==> config.mk <==
export PLATFORM = sky130hd
export DESIGN_NAME = pea_result_reader
export DESIGN_NICKNAME = d
export VERILOG_FILES = /design/src/rtl/pea_pkg.sv /design/src/rtl/pea_fifo_pop.sv /design/src/rtl/pea_result_reader.sv
export SDC_FILE = /design/constraint.sdc
export NUM_CORES = 1
export LEC_CHECK = 0
export CAP_MARGIN = 20
export CORE_UTILIZATION = 47
export DETAILED_ROUTE_END_ITERATION = 6
export PLACE_DENSITY = 0.83
export SETUP_SLACK_MARGIN = 0.15
export SLEW_MARGIN = 30
export SYNTH_ARGS = -nofsm -noshare
export SYNTH_HDL_FRONTEND = slang
export SYNTH_SLANG_ARGS = --single-unit
==> constraint.sdc <==
create_clock -name clk -period 6.2 [get_ports clk]
set_input_delay 1.55 -clock clk [delete_from_list [all_inputs] [get_ports clk]]
set_output_delay 1.55 -clock clk [all_outputs]
set_load 0.05 [all_outputs]
==> src/rtl/pea_pkg.sv <==
// Shared PEA definitions: status token layout, error codes, reader FSM encoding
// and the log2 helper used to size population ports.
package pea_pkg;

    // Status token layout: [15:8] opcode echo, [7:3] result count, [2:0] error code.
    localparam int OPCODE_LSB = 8;
    localparam int OPCODE_W   = 8;
    localparam int COUNT_LSB  = 3;
    localparam int COUNT_W    = 5;
    localparam int ERR_LSB    = 0;
    localparam int ERR_W      = 3;

    localparam logic [ERR_W-1:0] ERR_NONE    = 3'b000;
    localparam logic [ERR_W-1:0] ERR_TIMEOUT = 3'b111;

    localparam logic [3:0] ST_IDLE     = 4'd0;
    localparam logic [3:0] ST_POP_ST   = 4'd1;
    localparam logic [3:0] ST_LAT_ST   = 4'd2;
    localparam logic [3:0] ST_SEND_ST  = 4'd3;
    localparam logic [3:0] ST_WAIT_RES = 4'd4;
    localparam logic [3:0] ST_POP_RES  = 4'd5;
    localparam logic [3:0] ST_LAT_RES  = 4'd6;
    localparam logic [3:0] ST_SEND_RES = 4'd7;
    localparam logic [3:0] ST_SEND_TO  = 4'd8;

    typedef enum logic [3:0] {
        S_IDLE     = ST_IDLE,
        S_POP_ST   = ST_POP_ST,
        S_LAT_ST   = ST_LAT_ST,
        S_SEND_ST  = ST_SEND_ST,
        S_WAIT_RES = ST_WAIT_RES,
        S_POP_RES  = ST_POP_RES,
        S_LAT_RES  = ST_LAT_RES,
        S_SEND_RES = ST_SEND_RES,
        S_SEND_TO  = ST_SEND_TO
    } state_t;

    // Ceiling log2; log2(1024) = 10.
    function automatic int log2(input int value);
        int result;
        result = 0;
        for (int i = 0; i < 31; i++) begin
            if ((1 << i) < value) result = i + 1;
        end
        return result;
    endfunction

endpackage

==> src/rtl/pea_fifo_pop.sv <==
// Single FIFO pop helper: qualified read strobe, capture of the read data one
// cycle later, and a hold register that keeps the token until the next pop.
module pea_fifo_pop #(
    parameter int WIDTH = 32
) (
    input  logic             clk,
    input  logic             rst,
    input  logic             pop,
    input  logic             avail,
    input  logic [WIDTH-1:0] rd_data,
    output logic             rd_en,
    output logic [WIDTH-1:0] data
);

    logic capture;

    // Never strobe an empty FIFO, even if the requester asks for it.
    assign rd_en = pop && avail;

    // NOTE: sequential state uses non-blocking assignments so every flop samples
    // pre-edge values regardless of process ordering in simulation.
    always_ff @(posedge clk) begin
        if (rst) begin
            capture <= 1'b0;
            // NOTE: the hold register is reset because it drives the output bus
            // directly; a plain storage array would not need it.
            data    <= '0;
        end else begin
            capture <= rd_en;
            if (capture) data <= rd_data;
        end
    end

endmodule

==> src/rtl/pea_result_reader.sv <==
// Drains status/result token groups from the PEA output FIFOs onto one
// valid/ready stream. Optional WAIT_RES watchdog: define PEA_READER_TIMEOUT_EN.
module pea_result_reader
    import pea_pkg::*;
#(
    parameter int buffer_size    = 1024,
    parameter int result_size    = 32,
    parameter int status_size    = 16,
    parameter int TIMEOUT_CYCLES = 4096
) (
    input  logic                         clk,
    input  logic                         rst,
    input  logic [log2(buffer_size)-1:0] status_population,
    output logic                         status_rd_en,
    input  logic [status_size-1:0]       status_data,
    input  logic [log2(buffer_size)-1:0] result_population,
    output logic                         result_rd_en,
    input  logic [result_size-1:0]       result_data,
    output logic                         out_valid,
    input  logic                         out_ready,
    output logic [result_size-1:0]       out_data,
    output logic                         out_is_status,
    output logic                         out_last,
    output logic                         out_err
);

    localparam int POP_W = log2(buffer_size);

    state_t                 state;
    state_t                 next_state;
    logic                   st_pop;
    logic                   res_pop;
    logic                   load_remaining;
    logic [status_size-1:0] status_hold;
    logic [result_size-1:0] result_hold;
    logic [COUNT_W-1:0]     remaining;
    logic [COUNT_W-1:0]     c_eff;
    logic [ERR_W-1:0]       st_err;
    logic                   group_err;
    logic                   results_ready;

    pea_fifo_pop #(.WIDTH(status_size)) u_status_pop (
        .clk     (clk),
        .rst     (rst),
        .pop     (st_pop),
        .avail   (status_population != '0),
        .rd_data (status_data),
        .rd_en   (status_rd_en),
        .data    (status_hold)
    );

    pea_fifo_pop #(.WIDTH(result_size)) u_result_pop (
        .clk     (clk),
        .rst     (rst),
        .pop     (res_pop),
        .avail   (result_population != '0),
        .rd_data (result_data),
        .rd_en   (result_rd_en),
        .data    (result_hold)
    );

    // An errored status carries no results, whatever its count field says.
    assign st_err        = status_hold[ERR_LSB +: ERR_W];
    assign group_err     = (st_err != ERR_NONE);
    assign c_eff         = group_err ? '0 : status_hold[COUNT_LSB +: COUNT_W];
    assign results_ready = (result_population >= POP_W'(c_eff));

`ifdef PEA_READER_TIMEOUT_EN
    localparam int TO_W = log2(TIMEOUT_CYCLES + 1);

    logic [TO_W-1:0] to_cnt;
    logic            to_expired;

    assign to_expired = (to_cnt == TO_W'(TIMEOUT_CYCLES - 1));

    always_ff @(posedge clk) begin
        if (rst) begin
            to_cnt <= '0;
        end else if (state == S_WAIT_RES && next_state == S_WAIT_RES) begin
            to_cnt <= to_cnt + TO_W'(1);
        end else begin
            to_cnt <= '0;
        end
    end
`endif

    always_ff @(posedge clk) begin
        if (rst) begin
            state     <= S_IDLE;
            remaining <= '0;
        end else begin
            state <= next_state;
            if (load_remaining) begin
                remaining <= c_eff;
            end else if (state == S_SEND_RES && out_ready) begin
                remaining <= remaining - COUNT_W'(1);
            end
        end
    end

    always_comb begin
        // NOTE: every output of this block gets a default first so no path
        // through the case statement can infer a latch.
        next_state     = state;
        st_pop         = 1'b0;
        res_pop        = 1'b0;
        load_remaining = 1'b0;
        out_valid      = 1'b0;
        out_is_status  = 1'b0;
        out_last       = 1'b0;
        out_err        = 1'b0;
        out_data       = '0;

        case (state)
            S_IDLE: begin
                if (status_population != '0) next_state = S_POP_ST;
            end
            S_POP_ST: begin
                st_pop     = 1'b1;
                next_state = S_LAT_ST;
            end
            S_LAT_ST: begin
                next_state = S_SEND_ST;
            end
            S_SEND_ST: begin
                out_valid     = 1'b1;
                out_is_status = 1'b1;
                out_last      = (c_eff == '0);
                out_err       = group_err;
                out_data      = result_size'(status_hold);
                if (out_ready) next_state = (c_eff == '0) ? S_IDLE : S_WAIT_RES;
            end
            S_WAIT_RES: begin
                out_err = group_err;
                // All-or-nothing: pop only once the whole group is present.
                if (results_ready) begin
                    load_remaining = 1'b1;
                    next_state     = S_POP_RES;
                end
`ifdef PEA_READER_TIMEOUT_EN
                else if (to_expired) begin
                    next_state = S_SEND_TO;
                end
`endif
            end
            S_POP_RES: begin
                out_err    = group_err;
                res_pop    = 1'b1;
                next_state = S_LAT_RES;
            end
            S_LAT_RES: begin
                out_err    = group_err;
                next_state = S_SEND_RES;
            end
            S_SEND_RES: begin
                out_valid = 1'b1;
                out_last  = (remaining == COUNT_W'(1));
                out_err   = group_err;
                out_data  = result_hold;
                if (out_ready) next_state = (remaining == COUNT_W'(1)) ? S_IDLE : S_POP_RES;
            end
`ifdef PEA_READER_TIMEOUT_EN
            S_SEND_TO: begin
                out_valid     = 1'b1;
                out_is_status = 1'b1;
                out_last      = 1'b1;
                out_err       = 1'b1;
                out_data      = result_size'({status_hold[OPCODE_LSB +: OPCODE_W],
                                              {COUNT_W{1'b0}}, ERR_TIMEOUT});
                if (out_ready) next_state = S_IDLE;
            end
`endif
            default: begin
                next_state = S_IDLE;
            end
        endcase
    end

endmodule

==> run metrics <==
clock sinks=58; post-cts gate resize count=0; Avg Vias per Cell=between 5 and 6; fin crit share=0.848; Initial DRT Pass Iterations=4; Pwr Density=~220 nW/µm²; clock share of power=0.450; Hold EP=u_result_pop.data[22]$_SDFFE_PP0P_; CP arrival=3700 ps; Post-Route WL=6790 µm; post-synth cell types=39; Total GRT Usage=0.233; worst setup path class=primary input to output port; Max-cap violations=0; post-layout minimum cycle time=5250 ps; final net count=roughly 480; Setup Skew=9.12 ps; # DRC=0; Setup crit start kind=primary input; multi-input logic area=around 1500 µm²; YS warnings=0; combinational share of power=0.121; htree depth=3; hold path start=u_result_pop.data[22]$_SDFFE_PP0P_; TritonCTS clock tree=yes; Detailed Place HPWL=about 4800 µm; placed instance count=467; Mapped Cells=306; Seq/Total Area, Yosys=0.419; relative slew slack=0.366; Post-synth top flop=dfxtp_1; mean area per synthesized cell=between 9 and 10 µm²; final setup fails=0; Hold Buf Count CTS=0; routability cong.=around 0.84; drt wl/cell=14.0 µm; initial core utilization=0.494; Internal Power=roughly 0.71 mW; Reg2Reg Depth=7; ys async rst share=0; Die X=78.8 µm; post-route cell area=4100 µm²; Register Area=1160 µm²; reg2reg end=remaining[1]$_SDFFE_PP0P_; global route overflow=0; share of layout cells above drive strength 1=0.0560; Die H=between 70 and 80 µm; hold crit path type=flip-flop to flip-flop; Area growth syn-to-layout=48.0%; Psw=0.203 mW; Routed Antenna Nets=0; Hold Path Cell Cnt=2; max-slew violation count=0; RSZ-0062 raised after global routing=no; Post-synth EDFFs=0; clk slew on worst S/H paths=60 ps; pre-CTS setup slack=943 ps; hold slack final=490 ps; setup_tns=0 ps; clock buffer depth=2; setup slack after layout=945 ps; PortBufs=108; P_leak=1.42 nW; initial antenna violation count=0; first-pass GRT wire length=11200 µm; final hold violations=0; net count after synthesis=384; Sw Share=0.223; worst skew pair latency=340 ps; Die Footprint=6210 µm²; Ant. Diodes=0; FILL cells=about 450; status=finished clean; Least-Margin Pin Slew=about 950 ps; required time worst endpoint=approximately 4700 ps; Worst Setup End Kind=output port; Reg power frac=0.429; Netlist Area Pre-Place=2770 µm²; Vias=approximately 2.5k; flop and latch count out of synthesis=58; vias in the first global route=2419; clk root buf=clkbuf_8; core area=5610 µm²; r2r setup slk=3330 ps; Ports=109; R2R Path Start=u_status_pop.data[0]$_SDFFE_PP0P_; dpl cell area=between 3000 and 4000 µm²; crit path max fanout=3; Rows=27; Finished Core Util=0.732; clock buffer count from CTS=9; largest net degree at the start of global routing=63; setup bufs post-CTS=0; DRT iter0 DRCs=53; Design Power=0.913 mW; Fmax=approximately 190 MHz; peak supply drop=approximately 0.13 mV; Post-Layout Cell Count=a little under 500
[power by group through the flow]
| stage | Sequential [mW] | Clock (mW) | Combinational (mW) |
|---|---|---|---|
| 2_1_floorplan | 0.394 | 0 | 0.0545 |
| 3_3_place_gp | 0.399 | 0 | 0.108 |
| 3_5_place_dp | 0.400 | 0 | 0.110 |
| 4_1_cts | 0.391 | 0.421 | 0.111 |
| 5_1_grt | 0.392 | 0.438 | 0.119 |
| 6_report | 0.391 | 0.411 | 0.110 |
[cells in the mapped netlist (2+ instances only)]
library cell,instances,share of area
nor2_1,71,0.096
mux2i_1,64,0.23
dfxtp_1,58,0.42
and2_1,16,0.036
clkbuf_1,11,0.015
nand2_1,11,0.015
a21oi_1,7,0.013
ha_1,7,0.032
inv_1,6,0.0081
nor3_1,6,0.011
buf_1,5,0.0068
a211oi_1,4,0.011
or4_1,4,0.011
buf_2,3,0.0054
nor4_1,3,0.0068
xnor2_1,3,0.0095
and3_1,2,0.0045
nand2b_1,2,0.0045
nand3_1,2,0.0036
or3_1,2,0.0045
[how the worst max path moves through the flow]
stage | startpoint | slack, ps | cells after the start | end
after global placement | status_population[5] | 1000 | 5 | status_rd_en
after floorplan | result_population[9] | 1660 | 3 | result_rd_en
after global routing | status_population[5] | 770 | 5 | status_rd_en
after detailed placement | status_population[5] | 940 | 5 | status_rd_en
final | status_population[5] | 950 | 5 | status_rd_en
after CTS | status_population[5] | 930 | 5 | status_rd_en
[routing by layer]
metal	up-vias	global-route usage	part of all wire
met3	14	0.0701	0.064
li1	1241	-	-
met1	1140	0.273	0.44
met2	85	0.388	0.48
met5	-	0	0
met4	0	0.109	0.024
[flip-flops by register name, indices dropped and copies added (netlist names)]
signal,count
u_status_pop.data,16
state,3
u_result_pop.data,32
u_status_pop.capture,1
u_result_pop.capture,1
remaining,5
[logic make-up (layout without fill, tap and decap cells)]
kind of cell,Yosys count,count (layout),synth area share
flops,58,58,0.419
compound gates,20,20,0.0488
xor+xnor,3,3,0.00948
mux,65,65,0.235
fa+ha+maj,7,7,0.0316
buf+inv,26,131,0.0379
simple gates,127,127,0.218
[final cells by class]
type	count	area share
Tap cell	72	0.0220
Inverter	6	0.00549
Multi-Input combinational cell	222	0.367
Clock buffer	11	0.0320
Clock inverter	5	0.0250
Timing Repair Buffer	109	0.265
Sequential cell	58	0.284
[placed cells by master, fill, tap and decap left out, types with 2 or more instances in the layout]
cell	instances
clkdlybuf4s50_1	107
nor2_1	71
mux2i_1	64
dfxtp_1	57
and2_1	16
nand2_1	11
clkbuf_8	9
a21oi_1	7
ha_1	7
inv_1	6
nor3_1	6
or4_1	4
a211oi_1	4
nor4_1	3
xnor2_1	3
bufinv_16	3
and3_1	2
or3_1	2
nand2b_1	2
nand3_1	2
clkbuf_1	2
buf_4	2
[worst max-delay path: stages]
cell and delay [ps]:
clkdlybuf4s50_1 390, or4_1 510, nor4_1 450, nor3_1 90
clkdlybuf4s50_1 720
(Power assumes the default switching activity.)
